## src/rtl/pwm_pkg.sv

```systemverilog
// Shared constants, state encoding and beat-map helper for the PWM configuration
// Wishbone initiator.
package pwm_pkg;

  localparam int PWM_REG_W = 18;
  localparam int WB_ADR_W  = 2;
  localparam int WB_DAT_W  = 8;

  localparam logic [2:0] TGT_PRD   = 3'd0;
  localparam logic [2:0] TGT_CMPH0 = 3'd1;
  localparam logic [2:0] TGT_CMPL0 = 3'd2;
  localparam logic [2:0] TGT_CMPH1 = 3'd3;
  localparam logic [2:0] TGT_CMPL1 = 3'd4;
  localparam int         TGT_NUM   = 5;

  localparam logic [WB_ADR_W-1:0] ADR_B0     = 2'd0;
  localparam logic [WB_ADR_W-1:0] ADR_B1     = 2'd1;
  localparam logic [WB_ADR_W-1:0] ADR_B2     = 2'd2;
  localparam logic [WB_ADR_W-1:0] ADR_COMMIT = 2'd3;

  typedef enum logic [1:0] {
    ST_IDLE = 2'd0,
    ST_BEAT = 2'd1,
    ST_GAP  = 2'd2,
    ST_RESP = 2'd3
  } wbm_state_e;

  // The slave latches the staged bytes into the target register on the commit beat.
  function automatic logic [WB_DAT_W-1:0] beat_byte(
    input logic [WB_ADR_W-1:0]  beat,
    input logic [2:0]           tgt,
    input logic [PWM_REG_W-1:0] val
  );
    logic [WB_DAT_W-1:0] b;
    case (beat)
      ADR_B0:  b = val[7:0];
      ADR_B1:  b = val[15:8];
      ADR_B2:  b = {6'b0, val[17:16]};
      default: b = {5'b0, tgt};
    endcase
    return b;
  endfunction

endpackage

```

## src/rtl/wb_ack_timer.sv

```systemverilog
// Wait-state counter for a bus initiator: counts enabled cycles and flags
// expiry once LIMIT-1 cycles have elapsed; clear has priority.
module wb_ack_timer #(
  parameter int LIMIT = 15
) (
  input  logic clk,
  input  logic rst_n,
  input  logic clr_i,
  input  logic en_i,
  output logic expired_o
);

  localparam int W = (LIMIT > 1) ? $clog2(LIMIT) : 1;

  logic [W-1:0] cnt_q, cnt_d;

  always_comb begin
    cnt_d = cnt_q;
    if (clr_i) begin
      cnt_d = '0;
    end else if (en_i && !expired_o) begin
      cnt_d = cnt_q + W'(1);
    end
  end

  always_ff @(posedge clk) begin
    if (!rst_n) begin
      cnt_q <= '0;
    end else begin
      cnt_q <= cnt_d;
    end
  end

  assign expired_o = (cnt_q == W'(LIMIT - 1));

endmodule

```

## src/rtl/pwm_cfg_wbm.sv

```systemverilog
// Wishbone initiator that writes an 18-bit PWM register as four byte beats
// and reports completion/error on a one-cycle response strobe.
//   state | meaning
//   IDLE  | ready for a command
//   BEAT  | strobe high for the current byte, waiting for ack or timeout
//   GAP   | one idle cycle inside the bus cycle, advance to next byte
//   RESP  | one-cycle response pulse
module pwm_cfg_wbm
  import pwm_pkg::*;
#(
  parameter int ACK_TIMEOUT = 15,
  parameter bit NO_ACK      = 1'b0
) (
  input  logic                 clk,
  input  logic                 rst_n,
  input  logic                 cmd_valid,
  output logic                 cmd_ready,
  input  logic [2:0]           cmd_target,
  input  logic [PWM_REG_W-1:0] cmd_value,
  output logic                 rsp_valid,
  output logic                 rsp_err,
  output logic                 wb_cyc_o,
  output logic                 wb_stb_o,
  output logic                 wb_we_o,
  output logic [WB_ADR_W-1:0]  wb_adr_o,
  output logic [WB_DAT_W-1:0]  wb_dat_o,
  input  logic                 wb_ack_i
);

  wbm_state_e           state_q, state_d;
  logic [WB_ADR_W-1:0]  beat_q, beat_d;
  logic [2:0]           tgt_q, tgt_d;
  logic [PWM_REG_W-1:0] val_q, val_d;
  logic                 err_q, err_d;

  logic                 ready_q, ready_d;
  logic                 cyc_q, cyc_d;
  logic                 stb_q, stb_d;
  logic [WB_ADR_W-1:0]  adr_q, adr_d;
  logic [WB_DAT_W-1:0]  dat_q, dat_d;
  logic                 rsp_valid_q, rsp_valid_d;
  logic                 rsp_err_q, rsp_err_d;

  logic ack_eff;
  logic tmr_en;
  logic tmr_expired;

  assign ack_eff = NO_ACK ? 1'b1 : wb_ack_i;
  assign tmr_en  = (state_q == ST_BEAT) && !ack_eff;

  wb_ack_timer #(
    .LIMIT(ACK_TIMEOUT)
  ) u_ack_timer (
    .clk      (clk),
    .rst_n    (rst_n),
    .clr_i    (!tmr_en),
    .en_i     (tmr_en),
    .expired_o(tmr_expired)
  );

  always_ff @(posedge clk) begin
    if (!rst_n) begin
      state_q     <= ST_IDLE;
      beat_q      <= '0;
      tgt_q       <= '0;
      val_q       <= '0;
      err_q       <= 1'b0;
      ready_q     <= 1'b0;
      cyc_q       <= 1'b0;
      stb_q       <= 1'b0;
      adr_q       <= '0;
      dat_q       <= '0;
      rsp_valid_q <= 1'b0;
      rsp_err_q   <= 1'b0;
    end else begin
      state_q     <= state_d;
      beat_q      <= beat_d;
      tgt_q       <= tgt_d;
      val_q       <= val_d;
      err_q       <= err_d;
      ready_q     <= ready_d;
      cyc_q       <= cyc_d;
      stb_q       <= stb_d;
      adr_q       <= adr_d;
      dat_q       <= dat_d;
      rsp_valid_q <= rsp_valid_d;
      rsp_err_q   <= rsp_err_d;
    end
  end

  // Ack is only looked at in BEAT, so acks during GAP/IDLE/RESP are ignored.
  always_comb begin
    state_d = state_q;
    beat_d  = beat_q;
    tgt_d   = tgt_q;
    val_d   = val_q;
    err_d   = err_q;
    case (state_q)
      ST_IDLE: begin
        if (ready_q && cmd_valid) begin
          tgt_d  = cmd_target;
          val_d  = cmd_value;
          beat_d = ADR_B0;
          if (int'(cmd_target) < TGT_NUM) begin
            state_d = ST_BEAT;
            err_d   = 1'b0;
          end else begin
            state_d = ST_RESP;
            err_d   = 1'b1;
          end
        end
      end
      ST_BEAT: begin
        if (ack_eff) begin
          if (beat_q == ADR_COMMIT) begin
            state_d = ST_RESP;
            err_d   = 1'b0;
          end else begin
            state_d = ST_GAP;
          end
        end else if (tmr_expired) begin
          state_d = ST_RESP;
          err_d   = 1'b1;
        end
      end
      ST_GAP: begin
        beat_d  = beat_q + 1'b1;
        state_d = ST_BEAT;
      end
      ST_RESP: state_d = ST_IDLE;
      default: state_d = ST_IDLE;
    endcase
  end

  // Outputs are registered from the next state so the bus is glitch-free.
  always_comb begin
    ready_d     = (state_d == ST_IDLE);
    cyc_d       = (state_d == ST_BEAT) || (state_d == ST_GAP);
    stb_d       = (state_d == ST_BEAT);
    adr_d       = stb_d ? beat_d : '0;
    dat_d       = stb_d ? beat_byte(beat_d, tgt_d, val_d) : '0;
    rsp_valid_d = (state_d == ST_RESP);
    rsp_err_d   = rsp_valid_d && err_d;
  end

  assign cmd_ready = ready_q;
  assign wb_cyc_o  = cyc_q;
  assign wb_stb_o  = stb_q;
  assign wb_we_o   = stb_q;
  assign wb_adr_o  = adr_q;
  assign wb_dat_o  = dat_q;
  assign rsp_valid = rsp_valid_q;
  assign rsp_err   = rsp_err_q;

endmodule

```

## config.mk

```make
export PLATFORM = sky130hd
export DESIGN_NAME = pwm_cfg_wbm
export DESIGN_NICKNAME = d
export VERILOG_FILES = /design/src/rtl/pwm_pkg.sv /design/src/rtl/wb_ack_timer.sv /design/src/rtl/pwm_cfg_wbm.sv
export SDC_FILE = /design/constraint.sdc
export NUM_CORES = 1
export LEC_CHECK = 0
export ABC_CLOCK_PERIOD_IN_PS = 4860
export CORE_MARGIN = 3
export CORE_UTILIZATION = 40
export CTS_CLUSTER_DIAMETER = 100
export DETAILED_ROUTE_END_ITERATION = 16
export DONT_BUFFER_PORTS = 1
export SYNTH_ARGS = -nofsm -noshare
export SYNTH_HDL_FRONTEND = slang
export SYNTH_HIERARCHICAL = 1
export SYNTH_SLANG_ARGS = --single-unit
```

## constraint.sdc

```tcl
create_clock -name clk -period 4.86 [get_ports clk]
set_input_delay 0.486 -clock clk [delete_from_list [all_inputs] [get_ports clk]]
set_output_delay 0.486 -clock clk [all_outputs]
set_load 0.02 [all_outputs]
```

==> results.sh <==
export IMPL_final_hold_viol_count=0
export IMPL_p_int_uw=539
export IMPL_ys_seq_elements=45
export IMPL_status="finished clean"
export IMPL_place_congestion=0.778
export IMPL_antenna_found_initial=0
export IMPL_wl_per_cell_um=14.6
export IMPL_fin_crit_sh_pct=50.2
export IMPL_drc=0
export IMPL_path_cells="ha_1, nor2b_1, o21ai_0, ha_1, nand2_1, inv_1, o21ai_0, a221o_1, a31oi_1"
export IMPL_slew_headroom_pct=33.9
export IMPL_r2r_end="wb_dat_o[0]$_SDFF_PN0_"
export IMPL_core_sq_mm=0.00479
export IMPL_r2r_start="beat_q[0]$_SDFF_PN0_"
export IMPL_drt_iter0_drc=71
export IMPL_viasPerCell=5.15
export IMPL_path_class="reg -> reg"
export IMPL_critical_path_peak_fanout=16
export IMPL_vias=1437
export IMPL_fp_dieH_um=76.9
export IMPL_fin_tns_setup_ns=0
export IMPL_cts_tree="built"
export IMPL_cts_resized=0
export IMPL_design_area_sq_mm=0.00213
export IMPL_min_to="wb_cyc_o$_SDFF_PN0_"
export IMPL_max_cap_violations=0
export IMPL_worst_path_max_delay_cell="dfxtp_1"
export IMPL_clock_fmax_mhz=410
export IMPL_layout_drive_gt1_share_pct=11.8
export IMPL_synth_warnings=6
export IMPL_hold_path_class="in -> reg"
export IMPL_ys_seq_area_share_pct=44.9
export IMPL_reg2reg_slack_ns=2.42
export IMPL_critPathTopFamily="compound AO/OA/AOI/OAI gates"
export IMPL_grt_setup_unrepaired="false"
export IMPL_tightest_slew_ns=0.992
export IMPL_total_power_uw=739
export IMPL_wirelength_um=4080
export IMPL_min_from="rst_n"
export IMPL_clkSinkCount=45
export IMPL_synth_nets=247
export IMPL_hpwl_um=2840
export IMPL_worstSetupEndpointType="flip-flop"
export IMPL_io_pins=41
export IMPL_cts_buffers=5
export IMPL_num_rows=25
export IMPL_cp_required_ns=5.09
export IMPL_switching_share_pct=27.1
export IMPL_cpPeakStageDelay_ns=0.70
export IMPL_die_width_um=76.9
export IMPL_num_nets_final=242
export IMPL_cts_hold_buf=0
export IMPL_syn2layout_area_growth_pct=6.23
export IMPL_grt_pass1_vias=1430
export IMPL_syn_area_per_cell_sq_um=9.30
export IMPL_skew_ns=0.0101
export IMPL_drtAntennaViolNets=0
export IMPL_synth_cell_types=36
export IMPL_initial_utilization_pct=42.0
export IMPL_clock_path_buffers=2
export IMPL_grt_ovfl_total=0
export IMPL_setup_violations_final=0
export IMPL_min_period_ns=2.44
export IMPL_diodes=0
export IMPL_slew_violations=0
export IMPL_arrival_ns=2.67
export IMPL_io_buffers=0
export IMPL_grt_max_degree=33
export IMPL_netlist_area_sq_mm=0.00201
export IMPL_p_leak_uw=0.000812
export IMPL_holdPathStages=1
export IMPL_p_comb_share_pct=11.1
export IMPL_grt_pass1_wl_um=6900
export IMPL_fin_cells=279
export IMPL_power_switching_uw=200
export IMPL_clkPwrFrac_pct=33.3
export IMPL_dp_cells=271
export IMPL_htree_num_levels=2
export IMPL_postCtsSetupRepairBufs=0
export IMPL_path_clk_slew_ns=0.09
export IMPL_cts_root_buf="clkbuf_8"
export IMPL_path_buf_inv=1
export IMPL_dr_pass1_iters=4
export IMPL_grt_use_total_pct=14.8
export IMPL_start_kind="flip-flop"
export IMPL_clkLatencyLatePin_ns=0.30
export IMPL_netlist_instances=216
export IMPL_dpl_cell_area_sq_mm=0.00204
export IMPL_r2r_cells=9
export IMPL_seqPwrFrac_pct=55.6
export IMPL_ir_drop_v=0.000181
export IMPL_power_density_mw_per_mm2=346
export IMPL_die_area_sq_mm=0.00591
-- kinds of logic after synthesis --
logic type | Yosys count | share of synthesized area, %
AOI/OAI and AO/OA | 44 | 16.7
and+or+nand+nor | 82 | 20.2
DFF | 45 | 44.9
adders and majority gates | 6 | 3.74
muxes | 18 | 9.60
buffers and inverters | 21 | 4.86
-- per-stage QoR --
stage | setup WS [ns] | hold WS [ns] | utilization [%]
3_5_place_dp | 2.45 | 0.458 | 42.6
5_1_grt | 2.25 | 0.285 | 44.6
2_1_floorplan | 2.95 | 0.439 | -
3_3_place_gp | 2.53 | 0.451 | 42.6
4_1_cts | 2.44 | 0.289 | 44.6
6_report | 2.42 | 0.303 | 44.6
-- power groups by stage --
stage | sequential (uW) | combinational (uW) | clock (uW)
global placement | 420 | 81.6 | 0
global route | 413 | 93.3 | 268
floorplan | 412 | 77.7 | 0
CTS | 411 | 82.6 | 256
finish | 411 | 81.8 | 246
detailed placement | 420 | 82.5 | 0
-- layout make-up --
cell class	instances	area (sq um)
clock buffers	6	82.6
clock inverters	2	13.8
fillers	468	2650
inverters	8	30.0
multi-input cells	150	1010
flip-flops and latches	45	901
well taps	67	83.8
repair buffers	1	7.51
-- per-layer routing --
metal | track usage [%] | up-vias | routed length, um
li1 | - | 737 | -
met2 | 23.8 | 30 | 1890
met1 | 17.7 | 662 | 1860
met4 | 6.52 | 0 | 72
met3 | 5.40 | 8 | 258
met5 | 0 | - | 0
-- registers in the layout, summed over array words and instances, names as in the netlist --
signal / count
tgt_q: 3
state_q: 2
val_q: 18
wb_cyc_o: 1
wb_adr_o: 2
u_ack_timer/cnt_q: 4
cmd_ready: 1
wb_dat_o: 8
beat_q: 2
wb_stb_o: 1
rsp_valid: 1
rsp_err: 1
err_q: 1
-- worst max path at each step --
stage                                     from                     end  slack, ns  depth (start not counted)
after floorplan           cmd_ready$_SDFF_PN0_  wb_dat_o[0]$_SDFF_PN0_       2.95                         10
after global placement    beat_q[0]$_SDFF_PN0_  wb_dat_o[0]$_SDFF_PN0_       2.53                          9
after detailed placement  beat_q[0]$_SDFF_PN0_  wb_dat_o[0]$_SDFF_PN0_       2.45                          9
after CTS                 beat_q[0]$_SDFF_PN0_  wb_dat_o[0]$_SDFF_PN0_       2.44                          9
after global routing      beat_q[0]$_SDFF_PN0_  wb_dat_o[0]$_SDFF_PN0_       2.25                          9
final                     beat_q[0]$_SDFF_PN0_  wb_dat_o[0]$_SDFF_PN0_       2.42                          9
-- layout by cell type, fill, tap and decap left out, drive strengths merged, types with 5 or more instances in the layout --
master  count
clkbuf      6
a21boi     16
mux2       10
a21oi       5
o21ai       6
and2        7
nor2b      11
a222oi      5
ha          6
dfxtp      45
nor2       10
nand2      35
mux2i       8
inv         8
-- cell usage after synthesis --
library cell	count	area (sq um)
mux2i_1	8	80.1
ha_1	6	75.1
mux2_2	10	113
nor3_2	1	10.0
a221o_1	3	30.0
buf_6	1	11.3
buf_2	3	15.0
nand2_1	35	131
nor3_1	3	15.0
nand3_1	2	10.0
a222oi_1	5	50.1
or3_1	2	12.5
a211oi_1	3	22.5
and2_1	7	43.8
nand4_1	1	6.26
and3_1	2	12.5
a31oi_1	2	12.5
nand2b_1	4	25.0
and4_1	1	8.76
clkbuf_1	7	26.3
and3b_1	1	8.76
a211oi_2	1	12.5
dfxtp_1	45	901
a21oi_2	1	8.76
o21ai_0	5	25.0
nor2_1	10	37.5
or2_1	1	6.26
nand3_2	1	10.0
a21boi_0	16	120
nor2b_1	11	68.8
buf_4	2	15.0
inv_1	8	30.0
o21ai_1	1	5.00
a32o_1	2	20.0
a21oi_1	4	20.0
a21o_2	1	8.76
Power figures use the tool's default switching activity.
